==> src/rtl/conquest_capture_pkg.sv <==
// Shared types and sizing helpers for the conquest trace capture block.
// Optional define CONQUEST_CAPTURE_TIMESTAMP_EN adds a 16-bit timestamp to each word.
package conquest_capture_pkg;

    typedef enum logic [2:0] {
        ST_IDLE,
        ST_CAPTURE,
        ST_FLUSH,
        ST_DRAIN,
        ST_DONE
    } state_e;

    localparam int TS_W = 16;

    // Word layout: {[timestamp], flag, samples}
    function automatic int calc_dw(input int obs_w, input int pack);
`ifdef CONQUEST_CAPTURE_TIMESTAMP_EN
        return pack * obs_w + 1 + TS_W;
`else
        return pack * obs_w + 1;
`endif
    endfunction

endpackage

==> src/rtl/conquest_capture_fifo.sv <==
// First-word-fall-through FIFO; a push while full is accepted if a pop frees the slot on the same edge.
module conquest_capture_fifo #(
    parameter int DW    = 9,
    parameter int DEPTH = 8
) (
    input  logic          clk_i,
    input  logic          rst_ni,
    input  logic          push_i,
    input  logic [DW-1:0] wdata_i,
    input  logic          pop_i,
    output logic [DW-1:0] rdata_o,
    output logic          valid_o,
    output logic          full_o,
    output logic          empty_o
);
    localparam int AW = $clog2(DEPTH);

    logic [AW:0]   wptr_q, rptr_q;
    logic [DW-1:0] mem_q [DEPTH];
    logic          do_push, do_pop;

    assign empty_o = (wptr_q == rptr_q);
    assign full_o  = (wptr_q[AW] != rptr_q[AW]) && (wptr_q[AW-1:0] == rptr_q[AW-1:0]);
    assign valid_o = !empty_o;
    assign do_pop  = pop_i && !empty_o;
    assign do_push = push_i && (!full_o || do_pop);
    // Gate the head so the output reads 0 whenever nothing is queued.
    assign rdata_o = empty_o ? '0 : mem_q[rptr_q[AW-1:0]];

    always_ff @(posedge clk_i or negedge rst_ni) begin
        if (!rst_ni) begin
            wptr_q <= '0;
            rptr_q <= '0;
        end else begin
            if (do_push) wptr_q <= wptr_q + (AW+1)'(1);
            if (do_pop)  rptr_q <= rptr_q + (AW+1)'(1);
        end
    end

    always_ff @(posedge clk_i) begin
        if (do_push) mem_q[wptr_q[AW-1:0]] <= wdata_i;
    end

endmodule

==> src/rtl/conquest_trace_capture.sv <==
// Samples DUT outputs, packs PACK samples per word and streams words out through a FWFT FIFO.
// Optional define CONQUEST_CAPTURE_TIMESTAMP_EN stamps each word with its first-sample cycle count.
module conquest_trace_capture
    import conquest_capture_pkg::*;
#(
    parameter int OBS_W       = 2,
    parameter int PACK        = 4,
    parameter int DEPTH       = 8,
    parameter int MAX_SAMPLES = 64,
    localparam int DW         = calc_dw(OBS_W, PACK)
) (
    input  logic             clk_i,
    input  logic             rst_ni,
    input  logic             start_i,
    input  logic             stop_i,
    input  logic             sample_en_i,
    input  logic [OBS_W-1:0] obs_i,
    input  logic             obs_flag_i,
    output logic             out_valid_o,
    input  logic             out_ready_i,
    output logic [DW-1:0]    out_data_o,
    output logic             busy_o,
    output logic             done_o,
    output logic             drop_o
);
    localparam int PW  = PACK * OBS_W;
    localparam int PCW = (PACK > 1) ? $clog2(PACK) : 1;
    localparam int SCW = $clog2(MAX_SAMPLES + 1);

    state_e         state_q, state_d;
    logic [PW-1:0]  pack_q, pack_d, word_nx;
    logic           flag_q, flag_d, flag_nx;
    logic [PCW-1:0] pcnt_q, pcnt_d;
    logic [SCW-1:0] scnt_q, scnt_d;
    logic           drop_q, drop_d;
    logic           push, push_ok;
    logic [DW-1:0]  push_data;
    logic           fifo_full, fifo_empty;

`ifdef CONQUEST_CAPTURE_TIMESTAMP_EN
    logic [TS_W-1:0] ts_q, wts_q, wts_d, ts_word;

    always_ff @(posedge clk_i or negedge rst_ni) begin
        if (!rst_ni) ts_q <= '0;
        else         ts_q <= ts_q + TS_W'(1);
    end
    // A PACK=1 word completes on its first sample, so take the live count then.
    assign ts_word = (pcnt_q == '0) ? ts_q : wts_q;
`endif

    // A completed word may enter a full FIFO only if the consumer pops on the same edge.
    assign push_ok = !fifo_full || (out_valid_o && out_ready_i);

    always_comb begin
        state_d   = state_q;
        pack_d    = pack_q;
        flag_d    = flag_q;
        pcnt_d    = pcnt_q;
        scnt_d    = scnt_q;
        drop_d    = drop_q;
        push      = 1'b0;
        push_data = '0;
        word_nx   = pack_q;
        word_nx[pcnt_q*OBS_W +: OBS_W] = obs_i;
        flag_nx   = flag_q | obs_flag_i;
`ifdef CONQUEST_CAPTURE_TIMESTAMP_EN
        wts_d     = wts_q;
`endif
        case (state_q)
            ST_IDLE, ST_DONE: begin
                if (start_i) begin
                    state_d = ST_CAPTURE;
                    pack_d  = '0;
                    flag_d  = 1'b0;
                    pcnt_d  = '0;
                    scnt_d  = '0;
                    drop_d  = 1'b0;
                end
            end
            ST_CAPTURE: begin
                if (sample_en_i) begin
                    scnt_d = scnt_q + SCW'(1);
`ifdef CONQUEST_CAPTURE_TIMESTAMP_EN
                    if (pcnt_q == '0) wts_d = ts_q;
`endif
                    if (pcnt_q == PCW'(PACK - 1)) begin
                        push = 1'b1;
`ifdef CONQUEST_CAPTURE_TIMESTAMP_EN
                        push_data = {ts_word, flag_nx, word_nx};
`else
                        push_data = {flag_nx, word_nx};
`endif
                        pack_d = '0;
                        flag_d = 1'b0;
                        pcnt_d = '0;
                        if (!push_ok) drop_d = 1'b1;
                    end else begin
                        pack_d = word_nx;
                        flag_d = flag_nx;
                        pcnt_d = pcnt_q + PCW'(1);
                    end
                end
                if ((sample_en_i && scnt_q == SCW'(MAX_SAMPLES - 1)) || stop_i)
                    state_d = ST_FLUSH;
            end
            ST_FLUSH: begin
                if (pcnt_q == '0) begin
                    state_d = ST_DRAIN;
                end else if (push_ok) begin
                    push = 1'b1;
`ifdef CONQUEST_CAPTURE_TIMESTAMP_EN
                    push_data = {wts_q, flag_q, pack_q};
`else
                    push_data = {flag_q, pack_q};
`endif
                    pack_d  = '0;
                    flag_d  = 1'b0;
                    pcnt_d  = '0;
                    state_d = ST_DRAIN;
                end
            end
            ST_DRAIN: if (fifo_empty) state_d = ST_DONE;
            default:  state_d = ST_IDLE;
        endcase
    end

    always_ff @(posedge clk_i or negedge rst_ni) begin
        if (!rst_ni) begin
            state_q <= ST_IDLE;
            pack_q  <= '0;
            flag_q  <= 1'b0;
            pcnt_q  <= '0;
            scnt_q  <= '0;
            drop_q  <= 1'b0;
`ifdef CONQUEST_CAPTURE_TIMESTAMP_EN
            wts_q   <= '0;
`endif
        end else begin
            state_q <= state_d;
            pack_q  <= pack_d;
            flag_q  <= flag_d;
            pcnt_q  <= pcnt_d;
            scnt_q  <= scnt_d;
            drop_q  <= drop_d;
`ifdef CONQUEST_CAPTURE_TIMESTAMP_EN
            wts_q   <= wts_d;
`endif
        end
    end

    conquest_capture_fifo #(.DW(DW), .DEPTH(DEPTH)) u_fifo (
        .clk_i   (clk_i),
        .rst_ni  (rst_ni),
        .push_i  (push),
        .wdata_i (push_data),
        .pop_i   (out_ready_i),
        .rdata_o (out_data_o),
        .valid_o (out_valid_o),
        .full_o  (fifo_full),
        .empty_o (fifo_empty)
    );

    assign busy_o = (state_q == ST_CAPTURE) || (state_q == ST_FLUSH) || (state_q == ST_DRAIN);
    assign done_o = (state_q == ST_DONE);
    assign drop_o = drop_q;

endmodule

==> config.mk <==
export PLATFORM = sky130hd
export DESIGN_NAME = conquest_trace_capture
export DESIGN_NICKNAME = d
export VERILOG_FILES = /design/src/rtl/conquest_capture_pkg.sv /design/src/rtl/conquest_capture_fifo.sv /design/src/rtl/conquest_trace_capture.sv
export SDC_FILE = /design/constraint.sdc
export NUM_CORES = 1
export LEC_CHECK = 0
export ABC_AREA = 1
export BUFFER_PORTS_ARGS = -buffer_cell sky130_fd_sc_hd__buf_4
export CAP_MARGIN = 20
export CORE_MARGIN = 4
export CORE_UTILIZATION = 48
export DETAILED_ROUTE_END_ITERATION = 8
export PLACE_DENSITY = 0.71
export SLEW_MARGIN = 20
export SYNTH_ARGS = -nofsm -noshare
export SYNTH_HDL_FRONTEND = slang
export SYNTH_HIERARCHICAL = 1
export SYNTH_SLANG_ARGS = --single-unit
export TNS_END_PERCENT = 1
==> constraint.sdc <==
create_clock -name clk_i -period 3.45 [get_ports clk_i]
set_input_delay 0.1725 -clock clk_i [delete_from_list [all_inputs] [get_ports clk_i]]
set_output_delay 0.1725 -clock clk_i [all_outputs]
set_load 0.01 [all_outputs]
# --- After elaboration in Yosys (flattened, before gate mapping) ---
# Memories as Yosys holds them, arrays and structs flattened.
# Cells that the tools add are included.
word_totals:
  register_bits: 30
  latch_bits: 0
  ramBits: 72
  mem_bits_ro: 0
  inputBits: 9
  output_inout_bits: 13
  wordCells: 99
  n_memories: 1
op_classes:
  add_sub_neg: 5
  n_mul: 0
  div_mod_pow: 0
  n_lt_le_gt_ge: 0
  eq_ne: 18
  shift: 2
  n_mux: 45
  n_bitwise: 1
  n_reduce_logical: 19
memory_table:
  columns: ["name", "depth", "word_bits", "read_ports", "rd_clocked_by_memory_dff", "write_ports", "line", "source"]
  rows:
  - ["u_fifo.mem_q", 8, 9, 1, 0, 1, "conquest_capture_fifo.sv:19", "logic [DW-1:0] mem_q [DEPTH];"]
ops:
  columns: ["operator", "n"]
  rows:
  - ["$mux 9", 5]
  - ["$mux 8", 5]
  - ["$neg 3->34", 1]
  - ["$shift 2x34->8 const A", 1]
  - ["$shiftx 2x34->8", 1]
  - ["$pmux 8 s3", 1]
  - ["$pmux 9 s2", 1]
  - ["$mux 3", 5]
  - ["$mux 1", 14]
  - ["$mux 7", 2]
  - ["$ne 2x2->1 const B", 7]
  - ["$pmux 7 s2", 1]
  - ["$pmux 3 s4", 1]
  - ["$mux 2", 5]
  - ["$reduce_and 5->1", 2]
  - ["$add 4x1->4 const B", 2]
  - ["$bwmux 8", 1]
  - ["$add 7x1->7 const B", 1]
  - ["$eq 7x6->1 const B", 1]
  - ["$eq 3x2->1 const B", 2]
  - ["$pmux 2 s3", 1]
  - ["$eq 4x4->1", 1]
  - ["$logic_and 1x1->1", 4]
  - ["$logic_or 1x1->1", 4]
  - ["other kinds (19)", 21]

# --- Longest topological paths before layout ---
# Gate-level depths: netlist of run 1.
logic_depth:
  depth_word: 10
  ltp_mapped: 18
  ltp_nobuf: 16

# --- By module ---
# The synthesis of run 1 kept the hierarchy.
by_module_without_submodules:
  columns: ["module", "instances", "cells_per_inst", "area_each_um2"]
  rows:
  - ["conquest_capture_fifo", 1, 293, 3414.5]
  - ["conquest_trace_capture", 1, 240, 1574.0]

# --- Worst setup path after synthesis of run 1 ---
# Ideal clock, no wire load.
synth_path:
  path_type: "reg-to-reg"
  start: "reg u_fifo.rptr_q[0]"
  end: "mem u_fifo.mem_q[4][0], enable pin"
  t_arrival_ns: 2.238
  required_time_ns: 3.076
  path_slack_ns: 0.838
  path_stages_with_launch: 16
  path_buffers: 2
  synth_period_minus_slack_ns: 2.612
  path_cell_list: "dfrtp_1 > inv_2 > buf_6 > nand2_1 > nand2_2 > nor2_8 > nand3_4 > buf_6 > nand2_1 > nand2_1 > nand2_1 > nor2_2 > inv_1 > nand2_1 > nand3_1 > nor2_1"
synth_between:
  elab_chain_len: 10
  elab_cells_between_ends: 13
  classes_between: "eq/ne (2); mux (5); reduce/logical (6)"
synth_rtl:
  columns: ["item", "line", "source"]
  rows:
  - ["start: declaration", "conquest_capture_fifo.sv:18", "logic [AW:0] wptr_q, rptr_q;"]
  - ["start signal: assignment", "conquest_capture_fifo.sv:36", "if (do_pop) rptr_q <= rptr_q + (AW+1)'(1);"]
  - ["$eq 4x4->1", "conquest_capture_fifo.sv:22", "assign empty_o = (wptr_q == rptr_q);"]
  - ["$logic_not 1->1", "conquest_capture_fifo.sv:24", "assign valid_o = !empty_o;"]
  - ["named net out_valid_o", "conquest_trace_capture.sv:19", "output logic out_valid_o,"]
  - ["$logic_and 1x1->1", "conquest_trace_capture.sv:52", "assign push_ok = !fifo_full || (out_valid_o && out_ready_i);"]
  - ["$logic_or 1x1->1", "conquest_trace_capture.sv:52", null]
  - ["$mux 1", "conquest_trace_capture.sv:109", "end else if (push_ok) begin"]
  - ["$mux 1", "conquest_trace_capture.sv:107", "if (pcnt_q == '0) begin"]
  - ["$pmux 1 s2", "conquest_trace_capture.sv:69", "case (state_q)"]
  - ["named net push", "conquest_trace_capture.sv:36", "logic push, push_ok;"]
  - ["$logic_and 1x1->1", "conquest_capture_fifo.sv:26", "assign do_push = push_i && (!full_o || do_pop);"]
  - ["$mux 1", "conquest_capture_fifo.sv:41", "if (do_push) mem_q[wptr_q[AW-1:0]] <= wdata_i;"]
  - ["$mux 1 (not written as such)", "conquest_capture_fifo.sv:41", null]
  - ["end: declaration", "conquest_capture_fifo.sv:19", null]
# The timed path passes the listed nets, and every way through them passes these cells.

# --- Final worst setup path of run 1 ---
layout_path:
  start: "reg u_fifo.rptr_q[1]"
  end: "mem u_fifo.mem_q[2][8], enable pin"
layout_between:
  elab_chain_len: 10
  elab_cells_between_ends: 13
  classes_between: "eq/ne (2); mux (5); reduce/logical (6)"
layout_rtl:
  columns: ["item", "line"]
  rows:
  - ["$eq 4x4->1 / $eq 3x3->1 (equally long branches)", "conquest_capture_fifo.sv:22, conquest_capture_fifo.sv:23"]
  - ["$logic_not 1->1 / $logic_and 1x1->1 (equally long branches)", "conquest_capture_fifo.sv:24, conquest_capture_fifo.sv:23"]
  - ["$logic_and 1x1->1 / $logic_not 1->1 (equally long branches)", "conquest_trace_capture.sv:52"]
  - ["$logic_or 1x1->1 *", "conquest_trace_capture.sv:52"]
  - ["$mux 1 *", "conquest_trace_capture.sv:109"]
  - ["$mux 1 *", "conquest_trace_capture.sv:107"]
  - ["$pmux 1 s2 *", "conquest_trace_capture.sv:69"]
  - ["named net push", "conquest_trace_capture.sv:36"]
  - ["$logic_and 1x1->1 *", "conquest_capture_fifo.sv:26"]
  - ["$mux 1 *", "conquest_capture_fifo.sv:41"]
  - ["$mux 1 (not written as such) *", "conquest_capture_fifo.sv:41"]
# Mark *: on every way through the listed nets, which the timed path passes. The rest lies on a longest branch.

==> metrics.md, run 1 <==
| Metric | Value |
|---|---|
| Outcome | `complete, no violations` |
| Initial antenna violation count | `0` |
| Worst slew margin | `0.426` |
| Post-synthesis net count | `551` |
| Leading cell types by count after synthesis | `nand2_1 (111), nor2_1 (107), edfxtp_1 (72)` |
| CTS tree | `done` |
| Iteration-0 DRC Markers | `235` |
| LEAKAGE | `2.29 nW` |
| RSZ-0062 raised after global routing | `no` |
| Vias per cell | `5.35` |
| Worst-margin pin slew | `0.861 ns` |
| Detail Route Antenna Nets | `0` |
| Setup violators final | `0` |
| Synth Flop Type | `edfxtp_1` |
| Largest net degree at the start of global routing | `38` |
| Grt total ovfl | `0` |
| Simple-gate area share of the yosys netlist | `0.236` |
| Fmax | `321 MHz` |
| Seq/Total Area, Yosys | `0.584` |
| Largest family of logic cells by synthesized area | `simple AND/OR/NAND/NOR gates` |
| Final Skew | `0.0166 ns` |
| Post-Synth Adder-Cell Area | `0.0226` |
| Total Routing Usage GR | `0.196` |
| Hold Crit Class | `primary input to register` |
| Placer Congestion | `0.869` |
| Share of cells above drive strength 1 | `0.130` |
| Most frequent cell after synthesis | `nand2_1` |
| Core box area | `0.00995 mm2` |
| Data required time of the critical path | `3.45 ns` |
| # diodes | `0` |
| Final core occ | `0.552` |
| Non-filler cells, final | `694` |
| Max-cap check violation count | `0` |
| DR pass1 iterations | `5` |
| Startpoint Class | `register` |
| Die height | `110 um` |
| Top cells by area, synth | `edfxtp_1 (43%), dfrtp_1 (15%), nand2_1 (8.4%)` |
| Clock transition at path regs | `0.09 ns` |
| VDD IR max | `0.425 mV` |
| Initial Util | `0.501` |
| Die Width | `110 um` |
| CTS Root Cell | `clkbuf_8` |
| Fin nets | `574` |
| Hold Vio Cnt, Final | `0` |
| FF+latch count, synth | `102` |
| CTS Buffer Depth | `2` |
| WS Path Type | `register to register` |
| Post-route cell area | `0.00549 mm2` |
| Synth top area share | `0.433` |
| CTS Buf Count | `9` |
| Port bufs | `21` |
| Synth Area in Compound Gates | `0.0890` |
| Syn Inst Count | `533` |
| Avg Cell Area, Syn | `9.36 um2` |
| Vias in the first global route | `3732` |
| Drt total wl | `10900 um` |
| Period Utilization, post-route | `0.904` |
| Vias | `3712` |
| Placed cell area | `0.00527 mm2` |
| Number of flops mapped to enable cells by yosys | `72` |
| Yosys warning total | `6` |
| Area leader, netlist | `edfxtp_1` |
| Layout fillers | `876` |
| Rows | `36` |
| XOR/XNOR Fraction of Synth Area | `0.0171` |
| # DRC | `0` |
| CP arrival | `3.12 ns` |
| Synth unique cells | `33` |
| Fin crit period | `3.12 ns` |
| TNS Setup | `0 ns` |
| Post-Syn Area | `0.00499 mm2` |
| Worst skew pair latency | `0.36 ns` |
| First-pass GRT wire length | `18300 um` |
| Final Max Slew Viols | `0` |
| Fraction of registers with async set or reset after synthesis | `0.294` |
| Placed cells | `677` |
| Dpl hpwl | `7540 um` |
| Crit. End Element | `register` |
| IO Pins | `22` |
| Hold slack | `0.113 ns` |
| PwrDens | `765 mW/mm2` |
| Wire length per cell | `15.6 um` |
| # H-tree levels | `3` |
| Layout area overhead | `10.1%` |
| Crit-path max FO | `16` |
| Mux share of post-synthesis cell area | `0.00201` |
| Die area | `0.0121 mm2` |
| TritonCTS Sinks | `102` |
[what timing repair did]
| item | CTS | global route |
|---|---|---|
| gates resized for setup | 0 | 3 |
| hold buffers | 1 | 0 |
| endpoints found under the hold margin | 30 | 0 |
| endpoints found under the setup margin | 0 | 18 |
| setup buffers | 0 | 0 |
[worst max-delay path: stages (launching register included)]
cell and delay (ns):
dfrtp_1 0.46, inv_2 0.16, nand2_1 0.10, nand2_2 0.13
nor2_8 0.06, nand3_4 0.15, nand2_1 0.10, nand2_1 0.10
nand2_1 0.10, nor2_2 0.24, inv_1 0.15, nand2_1 0.23
nand3_1 0.25, nor2_2 0.52
[cells in the final DEF, fill, tap and decap left out, types with 4 or more instances in the layout]
cell and instances:
nor2_1 104, nand2_2 4, o22ai_1 13, o21ai_0 52, inv_2 6, ha_1 9, nand3_1 40, clkbuf_8 9
buf_4 30, inv_1 31, xor2_1 4, nor2_2 6, dfrtp_1 30, edfxtp_1 72, a21oi_1 6, o21ai_1 8
nand2_1 111
[layer usage]
| layer | vias to the layer above | part of all wire | GRT usage |
|---|---|---|---|
| met5 | - | 0 | 0 |
| met4 | 0 | 0.0070 | 0.0383 |
| met3 | 7 | 0.045 | 0.0376 |
| met2 | 97 | 0.51 | 0.340 |
| met1 | 1780 | 0.44 | 0.257 |
| li1 | 1828 | - | - |
[through the flow]
stage | worst slack [ns] | power (mW)
2_1_floorplan | 0.838 | 2.90
3_3_place_gp | 0.465 | 3.41
3_5_place_dp | 0.234 | 3.47
4_1_cts | 0.197 | 4.24
5_1_grt | 0.0421 | 4.55
6_report | 0.332 | 4.20
[worst paths after layout]
kind | start | cells past startpoint | slack (ns) | end
max | u_fifo/rptr_q[1]$_DFFE_PN0P_ | 13 | 0.33 | u_fifo/mem_q[2][8]$_DFFE_PP_
min | out_ready_i | 3 | 0.11 | u_fifo/rptr_q[1]$_DFFE_PN0P_
max reg2reg | u_fifo/rptr_q[1]$_DFFE_PN0P_ | 13 | 0.33 | u_fifo/mem_q[2][8]$_DFFE_PP_
min reg2reg | pack_q[6]$_DFFE_PN0P_ | 2 | 0.50 | pack_q[6]$_DFFE_PN0P_
max in group asynchronous | rst_ni | 2 | 2.89 | u_fifo/rptr_q[0]$_DFFE_PN0P_
min in group asynchronous | rst_ni | 2 | 0.27 | pack_q[2]$_DFFE_PN0P_
[power by group]
group / switching, mW / total [mW] / internal (mW)
clock network: 0.420 / 0.764 / 0.344
logic: 1.24 / 1.90 / 0.661
registers: 0.135 / 1.54 / 1.41
total: 1.79 / 4.20 / 2.41
[state kept, by name, indices dropped and copies added, names as in the netlist]
| register | flops |
|---|---|
| u_fifo/mem_q | 72 |
| scnt_q | 7 |
| pack_q | 8 |
| state_q | 3 |
| u_fifo/rptr_q | 4 |
| pcnt_q | 2 |
| drop_o | 1 |
| u_fifo/wptr_q | 4 |
| flag_q | 1 |
[logic make-up (layout without fill, tap and decap cells)]
family / Yosys count / count (layout)
AND/OR/NAND/NOR: 274 / 274
AO/OA/AOI/OAI: 83 / 83
flip-flops: 102 / 102
adder cells (fa/ha/maj): 9 / 9
buffers and inverters: 56 / 84
XOR/XNOR: 8 / 8
multiplexers: 1 / 1
[final cells by class]
cell class | count | area, um2 | share of cell area
Clock buffer | 9 | 124 | 0.0226
Clock inverter | 7 | 78.8 | 0.0144
Inverter | 37 | 139 | 0.0253
Multi-Input combinational cell | 375 | 1840 | 0.334
Sequential cell | 102 | 2910 | 0.530
Tap cell | 133 | 166 | 0.0303
Timing Repair Buffer | 31 | 235 | 0.0428
(Power assumes the default switching activity.)
==> run 2: changes to the inputs <==
--- a/config.mk
+++ b/config.mk
@@ -8,6 +8,7 @@
 export ABC_AREA = 1
 export BUFFER_PORTS_ARGS = -buffer_cell sky130_fd_sc_hd__buf_4
 export CAP_MARGIN = 20
+export CORE_ASPECT_RATIO = 1.25
 export CORE_MARGIN = 4
 export CORE_UTILIZATION = 48
 export DETAILED_ROUTE_END_ITERATION = 8
==> run 2 against run 1 <==
  * Sequential power barely moved
  * First-iteration DRC count is 5.5% higher
  * Via count shrank 0.54%
  * Worst hold slack better by 0.039 ns
  * Cell count fell by 0.86%
  * Largest cell class unchanged
  * Highest routed layer unchanged
==> metrics.md, run 2 (synthesis gave the netlist of run 1 again) <==
| Metric | Value |
|---|---|
| Hold Crit Class | `primary input to register` |
| CTS Buffer Depth | `2 (unchanged)` |
| Fin crit period | `3.04 ns (-0.0789 ns)` |
| Reg area | `0.00291 mm2 (unchanged)` |
| Rows | `41 (+14%)` |
| CTS Buf Count | `9 (unchanged)` |
| Fin nets | `572 (-0.35%)` |
| Crit-path max FO | `16 (unchanged)` |
| TritonCTS Sinks | `102 (unchanged)` |
| Share of cells above drive strength 1 | `0.118 (-0.0121)` |
| Total Routing Usage GR | `0.196 (+0.000284)` |
| Drt total wl | `11200 um (+3.3%)` |
| # H-tree levels | `3 (unchanged)` |
| Worst R2R End | `u_fifo/mem_q[6][6]$_DFFE_PP_` |
| Clock transition at path regs | `0.07 ns (-0.02 ns)` |
| Worst slew margin | `0.264 (-0.163)` |
| Most common cell after layout, fill and taps aside | `nand2_1` |
| CTS tree | `done` |
| Core box area | `0.0101 mm2 (+1.5%)` |
| Worst path depth | `11 (-2)` |
| Die Width | `99.2 um (-9.8%)` |
| RSZ-0062 raised after global routing | `no` |
| Register-to-Register Path Depth | `11 (-2)` |
| Bufs and invs on worst path | `2 (unchanged)` |
| CP Launch Point | `u_fifo/wptr_q[3]$_DFFE_PN0P_` |
| # resized after CTS | `0 (unchanged)` |
| Crit-path cells | `xor2_2, inv_1, nand3_4, nand2_1, nand2_1, nand2_1, nor2_2, inv_1, nand2_1, nand3_1, nor2_1` |
| Multi-input gate area | `0.00183 mm2 (-0.41%)` |
| Grt total ovfl | `0 (unchanged)` |
| Worst-margin pin slew | `1.10 ns (+0.244 ns)` |
| Setup violators final | `0 (unchanged)` |
| Period Utilization, post-route | `0.881 (-0.0229)` |
| Iteration-0 DRC Markers | `248 (+5.5%)` |
| Non-filler cells, final | `688 (-0.86%)` |
| Hold Vio Cnt, Final | `0 (unchanged)` |
| Wire length per cell | `16.3 um (+4.2%)` |
| Vias | `3692 (-0.54%)` |
| WS Path Type | `register to register` |
| CTS Root Cell | `clkbuf_16` |
| Placed cells | `671 (-0.89%)` |
| R2r startpoint | `u_fifo/wptr_q[3]$_DFFE_PN0P_` |
| Critical-path top delay cell | `nor2_1` |
| Commonest non-fill, non-tap cells in the layout | `nand2_1 (111), nor2_1 (107), edfxtp_1 (72)` |
| Die height | `122 um (+11%)` |
| # DRC | `0 (unchanged)` |
| Critical Path Sink | `u_fifo/mem_q[6][6]$_DFFE_PP_` |
| Placed cell area | `0.00525 mm2 (-0.38%)` |
| Layout area overhead | `11.0%` |
| IO Pins | `22 (unchanged)` |
| Reg-to-reg slack, setup | `0.41 ns (+0.08 ns)` |
| Crit path max-delay family | `simple AND/OR/NAND/NOR gates` |
| Port bufs | `21 (unchanged)` |
| Startpoint Class | `register` |
| Outcome | `complete, no violations` |
| Layout fillers | `899 (+2.6%)` |
| Initial Util | `0.494 (-0.00751)` |
| Fmax | `329 MHz (+2.6%)` |
| Vias in the first global route | `3591 (-3.8%)` |
| Largest net degree at the start of global routing | `40 (+5.3%)` |
| First-pass GRT wire length | `18400 um (+0.41%)` |
| Final Max Slew Viols | `0 (unchanged)` |
| Crit. End Element | `register` |
| Max reg flops | `72 (unchanged)` |
| Final Skew | `0.00787 ns (-0.00870 ns)` |
| Vias per cell | `5.37 (+0.33%)` |
| Crit path top cell by count | `nand2_1` |
| Die area | `0.0121 mm2 (about the same)` |
| Max-cap check violation count | `0 (unchanged)` |
| Post-route cell area | `0.00554 mm2 (+0.82%)` |
| # diodes | `0 (unchanged)` |
| Data required time of the critical path | `3.42 ns (-0.03 ns)` |
| Placer Congestion | `0.918 (+5.6%)` |
| CP arrival | `3.01 ns (-0.11 ns)` |
| Largest stage delay, worst path | `0.64 ns (+0.12 ns)` |
| DR pass1 iterations | `5 (unchanged)` |
| Detail Route Antenna Nets | `0 (unchanged)` |
| Post-place setup slack | `0.463 ns (+0.229 ns)` |
| Post-route setup slack | `0.411 ns (+0.0789 ns)` |
| Dpl hpwl | `7980 um (+5.8%)` |
| VDD IR max | `0.460 mV (+8.2%)` |
| LEAKAGE | `2.31 nW (+1.0%)` |
| Initial antenna violation count | `0 (unchanged)` |
| TNS Setup | `0 ns (unchanged)` |
| Final core occ | `0.548 (-0.00381)` |
| PwrDens | `795 mW/mm2 (+4.0%)` |
| Worst skew pair latency | `0.34 ns (-0.02 ns)` |
-- run 2: cell types whose count changed in the layout (fill, tap and decap cells not counted), sizes merged --
cell      delta
clkinvlp     -1
clkbuf       +1
bufinv       -1
buf          -2
inv          -1
clkinv       +2
-- run 2: what timing repair did --
item / CTS / global route
hold buffers: 1 / 0
endpoints found under the setup margin: 0 / 0
hold endpoints to repair: 30 / 0
setup buffers: 0 / 0
-- run 2: worst min-delay path by stage --
| stage | from | cells past startpoint | slack, ns | endpoint |
|---|---|---|---|---|
| 3_5_place_dp | rst_ni | 1 | 0.13 | scnt_q[6]$_DFFE_PN0P_ |
| 4_1_cts | out_ready_i | 3 | 0.14 | u_fifo/rptr_q[0]$_DFFE_PN0P_ |
| 3_3_place_gp | rst_ni | 1 | 0.12 | scnt_q[6]$_DFFE_PN0P_ |
| 6_report | out_ready_i | 3 | 0.15 | u_fifo/rptr_q[0]$_DFFE_PN0P_ |
| 2_1_floorplan | rst_ni | 0 | -0.12 | drop_o$_DFFE_PN0P_ |
| 5_1_grt | out_ready_i | 3 | 0.15 | u_fifo/rptr_q[0]$_DFFE_PN0P_ |
-- run 2: worst min-delay path, cell delays in order --
cell	delay, ns
buf_4	0.13
nand3_1	0.08
nand2_1	0.07
-- run 2: area by class of cell --
cell class,instances,area share
multi-input cells,375,0.330
repair buffers,29,0.0398
clock inverters,6,0.00836
well taps,129,0.0291
clock buffers,10,0.0413
flip-flops and latches,102,0.526
inverters,37,0.0251
-- run 2: power by group --
| group | switching, mW | internal (mW) |
|---|---|---|
| Clock | 0.444 | 0.495 |
| Combinational | 1.28 | 0.656 |
| Sequential | 0.124 | 1.41 |
-- run 2: per-layer routing --
metal,up-vias,global-route usage,part of all wire
met5,-,0,0
met4,0,0.0734,0.029
met3,23,0.0378,0.051
met2,114,0.339,0.51
met1,1730,0.243,0.41
li1,1825,-,-
-- run 2: metrics by stage --
stage          power (mW)  hold WS [ns]
2_1_floorplan        2.90        -0.123
3_3_place_gp         3.43         0.124
3_5_place_dp         3.48         0.129
4_1_cts              4.43         0.141
5_1_grt              4.73         0.145
6_report             4.40         0.152
==> run 3: changes to the inputs <==
--- a/config.mk
+++ b/config.mk
@@ -12,6 +12,7 @@
 export CORE_MARGIN = 4
 export CORE_UTILIZATION = 48
 export DETAILED_ROUTE_END_ITERATION = 8
+export GPL_TIMING_DRIVEN = 0
 export PLACE_DENSITY = 0.71
 export SLEW_MARGIN = 20
 export SYNTH_ARGS = -nofsm -noshare
==> run 3 against run 2 <==
  * Non-clock buffer count grew 12
  * Core utilization increased by 0.84 points
  * Register-to-register slack lost 0.18 ns
  * Total power is 4.2% higher
  * Flip-flop and latch count unchanged
  * First-iteration DRC count decreased by 38%
  * Clock power grew 4.9%
  * Critical path type unchanged
  * Critical endpoint is now u_fifo/mem_q[6][7]$_DFFE_PP_
  * Largest cell class unchanged
  * Highest routed layer unchanged
==> metrics.md, run 3 (synthesis gave the netlist of run 1 again) <==
| Metric | Value |
|---|---|
| Outcome | `complete, no violations` |
| Crit path top cell by count | `inv_1` |
| Vias in the first global route | `3705 (+3.2%)` |
| Data required time of the critical path | `3.43 ns (about the same)` |
| Iteration-0 DRC Markers | `155 (-38%)` |
| Crit-path cells | `clkbuf_1, inv_1, ha_1, inv_1, nand2_1, nor2_2, inv_1, nand2_1, nand3_1, nor2_2` |
| IO Pins | `22 (unchanged)` |
| Port bufs | `21 (unchanged)` |
| Largest stage delay, worst path | `0.52 ns (-0.12 ns)` |
| Die area | `0.0121 mm2 (unchanged)` |
| Dpl hpwl | `8010 um (+0.37%)` |
| Max reg flops | `72 (unchanged)` |
| Initial antenna violation count | `0 (unchanged)` |
| VDD IR max | `0.491 mV (+6.7%)` |
| Uppermost layer routed | `met4` |
| # diodes | `0 (unchanged)` |
| Grt total ovfl | `0 (unchanged)` |
| Bufs and invs on worst path | `4 (+2)` |
| Worst skew pair latency | `0.35 ns (about the same)` |
| Detail Route Antenna Nets | `0 (unchanged)` |
| Startpoint Class | `register` |
| Vias | `3769 (+2.1%)` |
| Setup violators final | `0 (unchanged)` |
| Met3 WL | `614 um (+6.8%)` |
| Die height | `122 um (unchanged)` |
| # H-tree levels | `3 (unchanged)` |
| Initial Util | `0.494 (unchanged)` |
| Fmax | `310 MHz (-5.6%)` |
| DR pass1 iterations | `5 (unchanged)` |
| CTS tree | `done` |
| Total Routing Usage GR | `0.202 (+0.00550)` |
| WS Path Type | `register to register` |
| Metal2 WL | `6140 um (+6.9%)` |
| Vias per cell | `5.40 (+0.62%)` |
| Layout area overhead | `12.7%` |
| Rows | `41 (unchanged)` |
| Largest net degree at the start of global routing | `31 (-23%)` |
| Crit path max-delay family | `simple AND/OR/NAND/NOR gates` |
| PwrDens | `816 mW/mm2 (+2.6%)` |
| TritonCTS Sinks | `102 (unchanged)` |
| CTS Root Cell | `clkbuf_16` |
| Critical-path top delay cell | `nor2_2` |
| # DRC | `0 (unchanged)` |
| CTS Buffer Depth | `2 (unchanged)` |
| Post-route cell area | `0.00562 mm2 (+1.5%)` |
| Core box area | `0.0101 mm2 (unchanged)` |
| TNS Setup | `0 ns (unchanged)` |
| CTS Buf Count | `9 (unchanged)` |
| Hold Crit Class | `primary input to register` |
| CP arrival | `3.20 ns (+0.19 ns)` |
| Fin nets | `584 (+2.1%)` |
| Worst slew margin | `0.324 (+0.0602)` |
| Placed cell area | `0.00531 mm2 (+1.0%)` |
| LEAKAGE | `2.34 nW (+1.4%)` |
| Final Max Slew Viols | `0 (unchanged)` |
| DRT met1 WL | `4570 um (about the same)` |
| Final Skew | `0.0106 ns (+0.00268 ns)` |
| Share of cells above drive strength 1 | `0.139 (+0.0208)` |
| Final core occ | `0.556 (+0.00842)` |
| Fin crit period | `3.22 ns (+0.182 ns)` |
| Max-cap check violation count | `0 (unchanged)` |
| Placer Congestion | `0.855 (-6.8%)` |
| RSZ-0062 raised after global routing | `yes` |
| Crit-path max FO | `9 (-7)` |
| Wire length per cell | `16.5 um (+1.4%)` |
| First-pass GRT wire length | `18900 um (+2.6%)` |
| Drt total wl | `11500 um (+2.9%)` |
| Number of setup buffers added after CTS | `0 (unchanged)` |
| Worst-margin pin slew | `1.00 ns (-0.101 ns)` |
| Die Width | `99.2 um (unchanged)` |
| Crit. End Element | `register` |
| Commonest non-fill, non-tap cells in the layout | `nand2_1 (111), nor2_1 (100), edfxtp_1 (72)` |
| Period Utilization, post-route | `0.934 (+0.0527)` |
| Clock transition at path regs | `0.07 ns (about the same)` |
| Most common cell after layout, fill and taps aside | `nand2_1` |
| Hold Vio Cnt, Final | `0 (unchanged)` |
==> run 3: changes by cell type in the layout (fill, tap and decap cells not counted), sizes merged <==
cell      change
clkbuf        +5
inv           -2
bufinv        +1
clkinvlp      +1
buf           +6
clkinv        -1
==> run 3: metrics by stage <==
step                      instances  hold slack, ns  worst slack, ns  power, mW
final                           698           0.139            0.229       4.59
after global routing            698           0.153           -0.114       4.90
after CTS                       698           0.127           0.0804       4.60
after detailed placement        683           0.132            0.102       3.61
after global placement          683           0.130            0.173       3.54
after floorplan                 533          -0.123            0.838       2.90
==> run 3: metal layers <==
layer,track usage,vias to the layer above
li1,-,1845
met1,0.242,1784
met2,0.360,121
met3,0.0384,19
met4,0.0717,0
met5,0,-
==> run 3: final cells by class <==
cell class / count / area (um2)
fillers: 863 / 4480
flip-flops and latches: 102 / 2910
multi-input cells: 375 / 1850
clock buffers: 9 / 225
repair buffers: 22 / 168
well taps: 129 / 161
inverters: 37 / 139
plain buffers: 19 / 108
clock inverters: 5 / 62.6
==> run 3: report_power, final <==
group	switching [mW]	total (mW)	internal, mW
Clock	0.428	0.984	0.556
Sequential	0.109	1.52	1.41
Combinational	1.37	2.09	0.723
Total	1.90	4.59	2.69
==> run 3: timing repair <==
action,4_1_cts,5_1_grt
hold buffers,1,0
hold endpoints to repair,30,0
gates resized for setup,0,7
endpoints found under the setup margin,0,63
==> run 3: worst paths after layout <==
kind                                        from                      endpoint  slack [ns]  cells past startpoint
hold reg to reg            pack_q[4]$_DFFE_PN0P_         pack_q[4]$_DFFE_PN0P_        0.48                      2
min in group asynchronous                 rst_ni        state_q[2]$_DFFE_PN0P_        0.30                      2
setup reg to reg           pcnt_q[0]$_DFFE_PN0P_  u_fifo/mem_q[6][7]$_DFFE_PP_        0.23                     10
max in group asynchronous                 rst_ni  u_fifo/rptr_q[3]$_DFFE_PN0P_        2.86                      2
setup / recovery           pcnt_q[0]$_DFFE_PN0P_  u_fifo/mem_q[6][7]$_DFFE_PP_        0.23                     10
hold / removal                       out_ready_i  u_fifo/rptr_q[0]$_DFFE_PN0P_        0.14                      3
==> run 3: worst register-to-register path, stage by stage (launching register included) <==
cell      delay (ns)
dfrtp_1         0.41
clkbuf_1        0.32
inv_1           0.17
ha_1            0.26
inv_1           0.18
nand2_1         0.13
nor2_2          0.24
inv_1           0.15
nand2_1         0.21
nand3_1         0.25
nor2_2          0.52
